### config.mk
export PLATFORM = sky130hd
export DESIGN_NAME = pc_fetch_ctrl
export DESIGN_NICKNAME = d
export VERILOG_FILES = /design/src/rtl/pc_fetch_ctrl.sv
export SDC_FILE = /design/constraint.sdc
export NUM_CORES = 1
export LEC_CHECK = 0
export CAP_MARGIN = 30
export CELL_PAD_IN_SITES_DETAIL_PLACEMENT = 0
export CELL_PAD_IN_SITES_GLOBAL_PLACEMENT = 1
export CORE_UTILIZATION = 34
export DETAILED_ROUTE_END_ITERATION = 12
export GPL_ROUTABILITY_DRIVEN = 0
export PLACE_DENSITY = 0.82
export SYNTH_ARGS = -nofsm -noshare
export SYNTH_HDL_FRONTEND = slang
export SYNTH_SLANG_ARGS = --single-unit
export TNS_END_PERCENT = 5
### constraint.sdc
create_clock -name CLK -period 2.65 [get_ports CLK]
set_clock_uncertainty 0.2 [all_clocks]
set_input_delay 0.6625 -clock CLK [delete_from_list [all_inputs] [get_ports CLK]]
set_output_delay 0.6625 -clock CLK [all_outputs]
set_load 0.01 [all_outputs]
### src/rtl/pc_fetch_ctrl.sv
// pc_fetch_ctrl: sequences the external pc register, runs the instruction
// memory fetch handshake and hands fetched words to decode.
// Optional fetch timeout is enabled by defining PC_FETCH_CTRL_TIMEOUT_EN.
//
// Handshakes: IMEM_REQ stays high with IMEM_ADDR = PC_IN until a cycle with
// IMEM_ACK high. INSTR_VALID stays high with INSTR/INSTR_PC stable until either
// a cycle with INSTR_READY high (transfer) or a redirect arrives (word dropped).
module pc_fetch_ctrl #(
`ifdef PC_FETCH_CTRL_TIMEOUT_EN
    parameter int          TIMEOUT_CYCLES = 16,
`endif
    parameter logic [31:0] TRAP_VECTOR    = 32'h1A000080
) (
    input  logic        CLK,
    input  logic        RES,
    input  logic [31:0] PC_IN,
    output logic        PC_RES,
    output logic        PC_EN,
    output logic        PC_MODE,
    output logic [31:0] PC_D,
    output logic        IMEM_REQ,
    output logic [31:0] IMEM_ADDR,
    input  logic        IMEM_ACK,
    input  logic [31:0] IMEM_RDATA,
    output logic        INSTR_VALID,
    input  logic        INSTR_READY,
    output logic [31:0] INSTR,
    output logic [31:0] INSTR_PC,
    input  logic        JUMP_REQ,
    input  logic [31:0] JUMP_TGT,
    input  logic        TRAP_REQ,
    output logic        FETCH_ERR
);

    typedef enum logic [1:0] {
        ST_INIT   = 2'd0,
        ST_FETCH  = 2'd1,
        ST_ISSUE  = 2'd2,
        ST_UPDATE = 2'd3
    } state_t;

    state_t      state_q, state_d;
    logic        pc_res_q, pc_res_d;
    logic        pc_en_q, pc_en_d;
    logic        pc_mode_q, pc_mode_d;
    logic [31:0] pc_d_q, pc_d_d;
    logic        imem_req_q, imem_req_d;
    logic        instr_valid_q, instr_valid_d;
    logic [31:0] instr_q, instr_d;
    logic [31:0] instr_pc_q, instr_pc_d;
    logic        fetch_err_q, fetch_err_d;
    logic        pend_vld_q, pend_vld_d;
    logic        pend_trap_q, pend_trap_d;
    logic [31:0] pend_tgt_q, pend_tgt_d;

    logic        mrg_vld, mrg_trap;
    logic [31:0] mrg_tgt, load_val;
    logic        timeout;

`ifdef PC_FETCH_CTRL_TIMEOUT_EN
    localparam int            CW       = $clog2(TIMEOUT_CYCLES + 1);
    localparam logic [CW-1:0] TO_LIMIT = CW'(TIMEOUT_CYCLES);
    logic [CW-1:0] to_cnt_q, to_cnt_d;

    // Count FETCH cycles without acknowledge; the count rests at zero outside FETCH.
    always_comb begin
        to_cnt_d = '0;
        if (state_q == ST_FETCH && !IMEM_ACK) begin
            to_cnt_d = to_cnt_q + CW'(1);
        end
    end

    assign timeout = (state_q == ST_FETCH) && !IMEM_ACK && (to_cnt_d == TO_LIMIT);

    // Timeout counter register.
    always_ff @(posedge CLK or negedge RES) begin
        if (!RES) to_cnt_q <= '0;
        else      to_cnt_q <= to_cnt_d;
    end
`else
    assign timeout = 1'b0;
`endif

    // Merge the pending redirect with this cycle's requests: trap beats jump,
    // a jump never replaces a pending trap. Jump targets are word aligned.
    always_comb begin
        mrg_vld  = pend_vld_q;
        mrg_trap = pend_trap_q;
        mrg_tgt  = pend_tgt_q;
        if (TRAP_REQ) begin
            mrg_vld  = 1'b1;
            mrg_trap = 1'b1;
        end else if (JUMP_REQ && !(pend_vld_q && pend_trap_q)) begin
            mrg_vld  = 1'b1;
            mrg_trap = 1'b0;
            mrg_tgt  = JUMP_TGT & 32'hFFFF_FFFC;
        end
        load_val = mrg_trap ? TRAP_VECTOR : mrg_tgt;
    end

    // Next state and next registered outputs.
    always_comb begin
        state_d       = state_q;
        pc_res_d      = 1'b0;
        pc_en_d       = 1'b0;
        pc_mode_d     = 1'b0;
        pc_d_d        = pc_d_q;
        imem_req_d    = 1'b0;
        instr_valid_d = 1'b0;
        instr_d       = instr_q;
        instr_pc_d    = instr_pc_q;
        fetch_err_d   = 1'b0;
        pend_vld_d    = pend_vld_q;
        pend_trap_d   = pend_trap_q;
        pend_tgt_d    = pend_tgt_q;
        case (state_q)
            ST_INIT: begin
                state_d    = ST_FETCH;
                imem_req_d = 1'b1;
            end
            ST_FETCH: begin
                if (timeout) begin
                    state_d     = ST_UPDATE;
                    pc_en_d     = 1'b1;
                    pc_mode_d   = 1'b1;
                    pc_d_d      = TRAP_VECTOR;
                    fetch_err_d = 1'b1;
                    pend_vld_d  = 1'b0;
                    pend_trap_d = 1'b0;
                end else if (IMEM_ACK) begin
                    instr_d    = IMEM_RDATA;
                    instr_pc_d = PC_IN;
                    if (mrg_vld) begin
                        state_d     = ST_UPDATE;
                        pc_en_d     = 1'b1;
                        pc_mode_d   = 1'b1;
                        pc_d_d      = load_val;
                        pend_vld_d  = 1'b0;
                        pend_trap_d = 1'b0;
                    end else begin
                        state_d       = ST_ISSUE;
                        instr_valid_d = 1'b1;
                    end
                end else begin
                    imem_req_d  = 1'b1;
                    pend_vld_d  = mrg_vld;
                    pend_trap_d = mrg_trap;
                    pend_tgt_d  = mrg_tgt;
                end
            end
            ST_ISSUE: begin
                if (mrg_vld) begin
                    state_d     = ST_UPDATE;
                    pc_en_d     = 1'b1;
                    pc_mode_d   = 1'b1;
                    pc_d_d      = load_val;
                    pend_vld_d  = 1'b0;
                    pend_trap_d = 1'b0;
                end else if (INSTR_READY) begin
                    state_d = ST_UPDATE;
                    pc_en_d = 1'b1;
                end else begin
                    instr_valid_d = 1'b1;
                end
            end
            default: begin
                state_d     = ST_FETCH;
                imem_req_d  = 1'b1;
                pend_vld_d  = mrg_vld;
                pend_trap_d = mrg_trap;
                pend_tgt_d  = mrg_tgt;
            end
        endcase
    end

    // State, output and pending-redirect registers.
    always_ff @(posedge CLK or negedge RES) begin
        if (!RES) begin
            state_q       <= ST_INIT;
            pc_res_q      <= 1'b1;
            pc_en_q       <= 1'b0;
            pc_mode_q     <= 1'b0;
            pc_d_q        <= '0;
            imem_req_q    <= 1'b0;
            instr_valid_q <= 1'b0;
            instr_q       <= '0;
            instr_pc_q    <= '0;
            fetch_err_q   <= 1'b0;
            pend_vld_q    <= 1'b0;
            pend_trap_q   <= 1'b0;
            pend_tgt_q    <= '0;
        end else begin
            state_q       <= state_d;
            pc_res_q      <= pc_res_d;
            pc_en_q       <= pc_en_d;
            pc_mode_q     <= pc_mode_d;
            pc_d_q        <= pc_d_d;
            imem_req_q    <= imem_req_d;
            instr_valid_q <= instr_valid_d;
            instr_q       <= instr_d;
            instr_pc_q    <= instr_pc_d;
            fetch_err_q   <= fetch_err_d;
            pend_vld_q    <= pend_vld_d;
            pend_trap_q   <= pend_trap_d;
            pend_tgt_q    <= pend_tgt_d;
        end
    end

    assign PC_RES      = pc_res_q;
    assign PC_EN       = pc_en_q;
    assign PC_MODE     = pc_mode_q;
    assign PC_D        = pc_d_q;
    assign IMEM_REQ    = imem_req_q;
    assign IMEM_ADDR   = PC_IN;
    assign INSTR_VALID = instr_valid_q;
    assign INSTR       = instr_q;
    assign INSTR_PC    = instr_pc_q;
    assign FETCH_ERR   = fetch_err_q;

endmodule

==> run summary, run 1 <==
Status: complete, no violations
Buffers on Ports: 232
Synth Register Bits: 137
Non-filler cells in the finished layout: 865
Syn_area_per_cell: 13.7 µm²
Startpoint types: primary input
WL/cell: 15.8 µm
Setup violators final: 0
Largest net degree at the start of global routing: 67
Final worst path period need: 2.60 ns
Synthesis-to-finish area growth: 51.1%
Worst path slowest cell: clkdlybuf4s50_1
Post-synth EDFFs: 0
Vias/cell: 4.56
Cells after Synth: 422
Critical path's largest stage delay: 0.56 ns
Endpoints failing hold: 0
Initial Utilization: 0.348
Slew HR: 0.652
Hold Crit Class: primary input to asynchronous set/reset pin
Leak: 3.66 nW
Fmax: 385 MHz
Vias in the first global route: 4320
Total global routing overflow: 0
CTS Buffer Depth: 2
Vias post-DR: 3944
WL final: 13600 µm
Layout fillers: 1433
Count leader, synth: dfrtp_1
DRC Markers: 0
Synthesis warning total: 0
Sequential share of the synthesized area: 0.594
NumNets Final: 737
Drt pass-1 iters: 4
Initial antenna violation count: 0
Dpl hpwl: 9810 µm
Cell Pwr Density: 1140 nW/µm²
Met3 routed WL: 1130 µm
CP most frequent cell: clkdlybuf4s50_1
Post-CTS Setup Inserts: 0
TritonCTS Buffers: 17
Setup CP Type: primary input to output pin
H-tree Lvls: 4
Final period util: 0.980
Worst path bufs/invs: 2
CP required: 1.79 ns
Root buf cell: clkbuf_16
Crit-path cells: clkdlybuf4s50_1, clkdlybuf4s50_1
Delay-heaviest family, CP: buffers and inverters
Post-route setup TNS: 0 ns
CTS Sinks: 137
Post-route ant nets: 0
FP Rows: 47
Area of the mapped netlist: 5780 µm²
First-pass GRT wire length: 22200 µm
Die W: 132 µm
Top layer in use: met4
Worst VDD drop: 463 µV
Top FF cell, synth: dfrtp_1
Share of layout cells above drive strength 1: 0.214
Yosys top cell area share: 0.589
Worst Tran Pin Value: 0.522 ns
Die Ht: 132 µm
Core Footprint: 16600 µm²
Asr flop ratio synth: 1.00
Reg clk slew, reported paths: 0.06 ns
Ports: 236
Synth area leader: dfrtp_1
Clk_lat worst skew: 0.41 ns
Antenna Cells: 0
Max_cap viols: 0
Post-CTS Hold Buffers: 0
Drt initial violations: 102
Area contributors post-synth: dfrtp_1 59%, mux2_2 18%, mux2i_1 4.5%, buf_4 4.3%, o21ai_0 2.9%
Critical Path Sink Type: output pin
Final Max Tran Viols: 0
RSZ-0062 raised after global routing: false
Metal2 WL: 7000 µm
Post_cts resized: 0
CTS tree: done
GRT Total Usage: 0.165
Synth top cells by count: 136 x dfrtp_1, 93 x mux2_2, 40 x nand2_1
Netlist cell types: 35
M1 wire length: 5340 µm
Crit path max fanout: 2
Placed cell count: 833
Worst EP arrival: 1.74 ns
Die area: 17500 µm²
## cell usage in the layout (no fill, tap or decap), types with 2 or more instances in the layout
master and instances:
ha_1 3, clkdlybuf4s50_1 231, clkbuf_8 2, o22ai_1 4, nand2_1 39, conb_1 2
nor2_1 2, dfrtp_1 136, inv_1 4, a21oi_1 2, clkinv_2 3, buf_4 4
bufinv_16 4, nand2b_1 4, mux2_2 93, clkbuf_1 5, nor3_1 2, clkbuf_16 17
nor2b_1 2, mux2i_1 26, buf_12 6, o21ai_0 34
## final timing paths
check,slack (ns),end,cells after the start,startpoint
min in group CLK,0.28,PC_D[1],2,PC_D[1]
worst max-delay path,0.05,IMEM_ADDR[19],2,PC_IN[19]
worst min-delay path,0.005,PC_D[13],1,RES
max in group asynchronous,1.57,PC_RES,2,RES
worst min register to register,0.28,PC_D[1],2,PC_D[1]
worst max register to register,0.62,pend_tgt_q[31],6,state_q[0]
## state kept, by name, summed over array words and instances (netlist names)
register / count
pend_trap_q: 1
INSTR_PC: 32
pend_tgt_q: 32
pend_vld_q: 1
PC_EN: 1
PC_D: 32
state_q: 2
INSTR_VALID: 1
PC_MODE: 1
PC_RES: 1
INSTR: 32
IMEM_REQ: 1
## per-stage QoR
step	setup slack (ns)	hold WS (ns)	power (mW)	instance area [µm²]	util
after floorplan	0.687	0.167	5.62	5780	-
after global placement	0.0441	0.262	7.45	8110	0.489
after detailed placement	0.00583	0.272	7.62	8110	0.489
after CTS	0.0405	0.00819	10.1	8730	0.526
after global routing	0.0213	0.0238	10.6	8730	0.526
final	0.0525	0.00466	9.98	8730	0.526
## layer usage
metal / track usage / up-vias
met5: 0 / -
met4: 0.0562 / 0
met1: 0.183 / 1939
met3: 0.0730 / 14
li1: - / 1847
met2: 0.280 / 144
## area by class of cell
cell class	instances	area, µm²	area share
Sequential cell	137	3430	0.393
Timing Repair Buffer	242	2470	0.283
Multi-Input combinational cell	230	1920	0.220
Clock buffer	24	472	0.0541
Tap cell	220	275	0.0315
Clock inverter	8	143	0.0163
Inverter	4	15.0	0.00172
## kinds of logic (layout without fill, tap and decap cells)
| logic type | Yosys count | count (layout) | synth area share |
|---|---|---|---|
| buf+inv | 56 | 278 | 0.0752 |
| mux | 120 | 120 | 0.228 |
| compound gates | 46 | 46 | 0.0429 |
| fa+ha+maj | 3 | 3 | 0.00650 |
| flops | 137 | 137 | 0.594 |
| simple gates | 59 | 59 | 0.0526 |
| other cells | 1 | 2 | 0.000649 |
## report_power, final
part	switching (mW)	internal, mW	leakage (nW)
combinational	1.65	2.35	1.69
sequential	0.467	3.04	1.67
clock	0.843	1.62	0.298
Note: power is estimated with default switching activity, not from simulation.
==> run 2, diff against run 1 <==
--- a/config.mk
+++ b/config.mk
@@ -5,12 +5,14 @@
 export SDC_FILE = /design/constraint.sdc
 export NUM_CORES = 1
 export LEC_CHECK = 0
+export ABC_CLOCK_PERIOD_IN_PS = 2650
 export CAP_MARGIN = 30
 export CELL_PAD_IN_SITES_DETAIL_PLACEMENT = 0
 export CELL_PAD_IN_SITES_GLOBAL_PLACEMENT = 1
 export CORE_UTILIZATION = 34
 export DETAILED_ROUTE_END_ITERATION = 12
 export GPL_ROUTABILITY_DRIVEN = 0
+export GPL_TIMING_DRIVEN = 0
 export PLACE_DENSITY = 0.82
 export SYNTH_ARGS = -nofsm -noshare
 export SYNTH_HDL_FRONTEND = slang
==> run 2 against run 1 <==
Global-route usage grew 0.38 points; first-iteration DRC count grew 35%; sequential share of layout area shrank 0.95 points; combinational power grew 3%; core utilization grew 1.3 points; cell area grew 2.5%; critical path type unchanged.
==> run summary, run 2 (synthesis results as in run 1) <==
CP required: 1.79 ns
Hold WS: 0.000827 ns
Clk_lat worst skew: 0.41 ns
Reg-to-reg setup timing slack: 0.51 ns
Drt pass-1 iters: 4
Worst Tran Pin Value: 0.530 ns
Startpoint types: primary input
Max_cap viols: 0
Vias in the first global route: 4416
WL final: 14000 µm
Hold Crit Class: primary input to asynchronous set/reset pin
Core Footprint: 16600 µm²
Final Instance Area: 8940 µm²
Status: complete, no violations
Crit-path cells: clkdlybuf4s50_1, buf_4, clkdlybuf4s50_1
Most frequent cells in the layout: 202 x clkdlybuf4s50_1, 136 x dfrtp_1, 93 x mux2_2
Placed cell count: 876
Non-filler cells in the finished layout: 908
Die area: 17500 µm²
Initial Utilization: 0.348
Endpoints failing hold: 0
Setup CP Type: primary input to output pin
Worst EP arrival: 1.77 ns
NumNets Final: 780
Dpl hpwl: 10400 µm
Post-route setup TNS: 0 ns
First-pass GRT wire length: 22900 µm
Final worst path period need: 2.63 ns
H-tree Lvls: 4
Setup violators final: 0
Slew HR: 0.646
Die Ht: 132 µm
Die W: 132 µm
Crit. Startpoint: PC_IN[3]
Share of layout cells above drive strength 1: 0.301
Vias post-DR: 4138
Critical path's largest stage delay: 0.52 ns
GRT Total Usage: 0.168
Drt initial violations: 138
Final Max Tran Viols: 0
DRC Markers: 0
Crit path max fanout: 2
Total global routing overflow: 0
CTS tree: done
TritonCTS Buffers: 17
Final period util: 0.993
Initial antenna violation count: 1
Cell Area, Placed: 8410 µm²
Synthesis-to-finish area growth: 54.8%
Buffers on Ports: 232
Critical Path Sink Type: output pin
WL/cell: 15.4 µm
FP Rows: 47
Antenna Cells: 0
RSZ-0062 raised after global routing: false
Fmax: 380 MHz
Layout fillers: 1434
Leak: 3.87 nW
Worst path slowest cell: clkdlybuf4s50_1
Post-route ant nets: 0
Vias/cell: 4.56
Reg-to-Reg Start: state_q[0]
CP most frequent cell: clkdlybuf4s50_1
CTS Sinks: 137
Largest net degree at the start of global routing: 85
Root buf cell: clkbuf_16
Delay-heaviest family, CP: buffers and inverters
CTS Buffer Depth: 2
Reg clk slew, reported paths: 0.06 ns
Post-CTS Setup Inserts: 0
Ports: 236
Worst VDD drop: 509 µV
Cell Pwr Density: 1120 nW/µm²
Commonest non-fill, non-tap cell in the layout: clkdlybuf4s50_1
Worst path bufs/invs: 3
run 2: cell types whose count changed in the layout (fill, tap and decap cells not counted), sizes merged:
cell / before / now
buf: 11 / 80
bufinv: 4 / 3
clkdlybuf4s50: 231 / 202
clkinvlp: 1 / 2
dlygate4sd2: 0 / 2
dlymetal6s2s: 0 / 1
run 2: path summary, 6_finish.rpt:
path | endpoint | cells after the start
setup reg to reg | pend_tgt_q[22] | 6
hold / removal | PC_D[14] | 1
hold reg to reg | PC_D[1] | 2
setup / recovery | IMEM_ADDR[3] | 3
min in group CLK | PC_D[1] | 2
max in group asynchronous | PC_RES | 2
run 2: final cells by class:
cell class / instances / area [µm²] / share of cell area
Clock inverter: 8 / 120 / 0.0134
Multi-Input combinational cell: 230 / 1920 / 0.214
Timing Repair Buffer: 233 / 2290 / 0.256
Inverter: 4 / 15.0 / 0.00168
Clock buffer: 24 / 482 / 0.0539
Buffer: 52 / 419 / 0.0469
Tap cell: 220 / 275 / 0.0308
Sequential cell: 137 / 3430 / 0.384
run 2: stage by stage:
| stage | power [mW] | worst slack (ns) | util |
|---|---|---|---|
| floorplan | 5.62 | 0.687 | - |
| global placement | 7.59 | -4.70 | 0.505 |
| detailed placement | 7.73 | -0.0777 | 0.507 |
| CTS | 10.2 | 0.00202 | 0.541 |
| global route | 10.6 | 0.00138 | 0.539 |
| finish | 10.0 | 0.0195 | 0.539 |
run 2: power breakdown:
group / switching, mW / internal, mW
registers: 0.476 / 3.04
logic: 1.70 / 2.43
clock network: 0.843 / 1.55
run 2: per-layer routing:
layer / global-route usage / vias up / share of wire / wire, µm
met5: 0 / - / 0.00093 / 13
met4: 0.0658 / 2 / 0.018 / 255
met3: 0.0715 / 20 / 0.085 / 1190
met2: 0.276 / 146 / 0.49 / 6870
met1: 0.195 / 2036 / 0.41 / 5700
li1: - / 1934 / - / -
run 2: timing repair:
action                                  CTS  global route
hold endpoints to repair                  0             0
endpoints found under the setup margin   13            16
gates resized for setup                  13            16
hold buffers                              0             0
run 2: worst reg2reg max path, stage by stage (launching register included):
cell,delay (ns)
dfrtp_1,0.39
ha_1,0.23
nand2_1,0.13
nand2b_1,0.14
nor3_4,0.36
buf_6,0.22
mux2_2,0.35
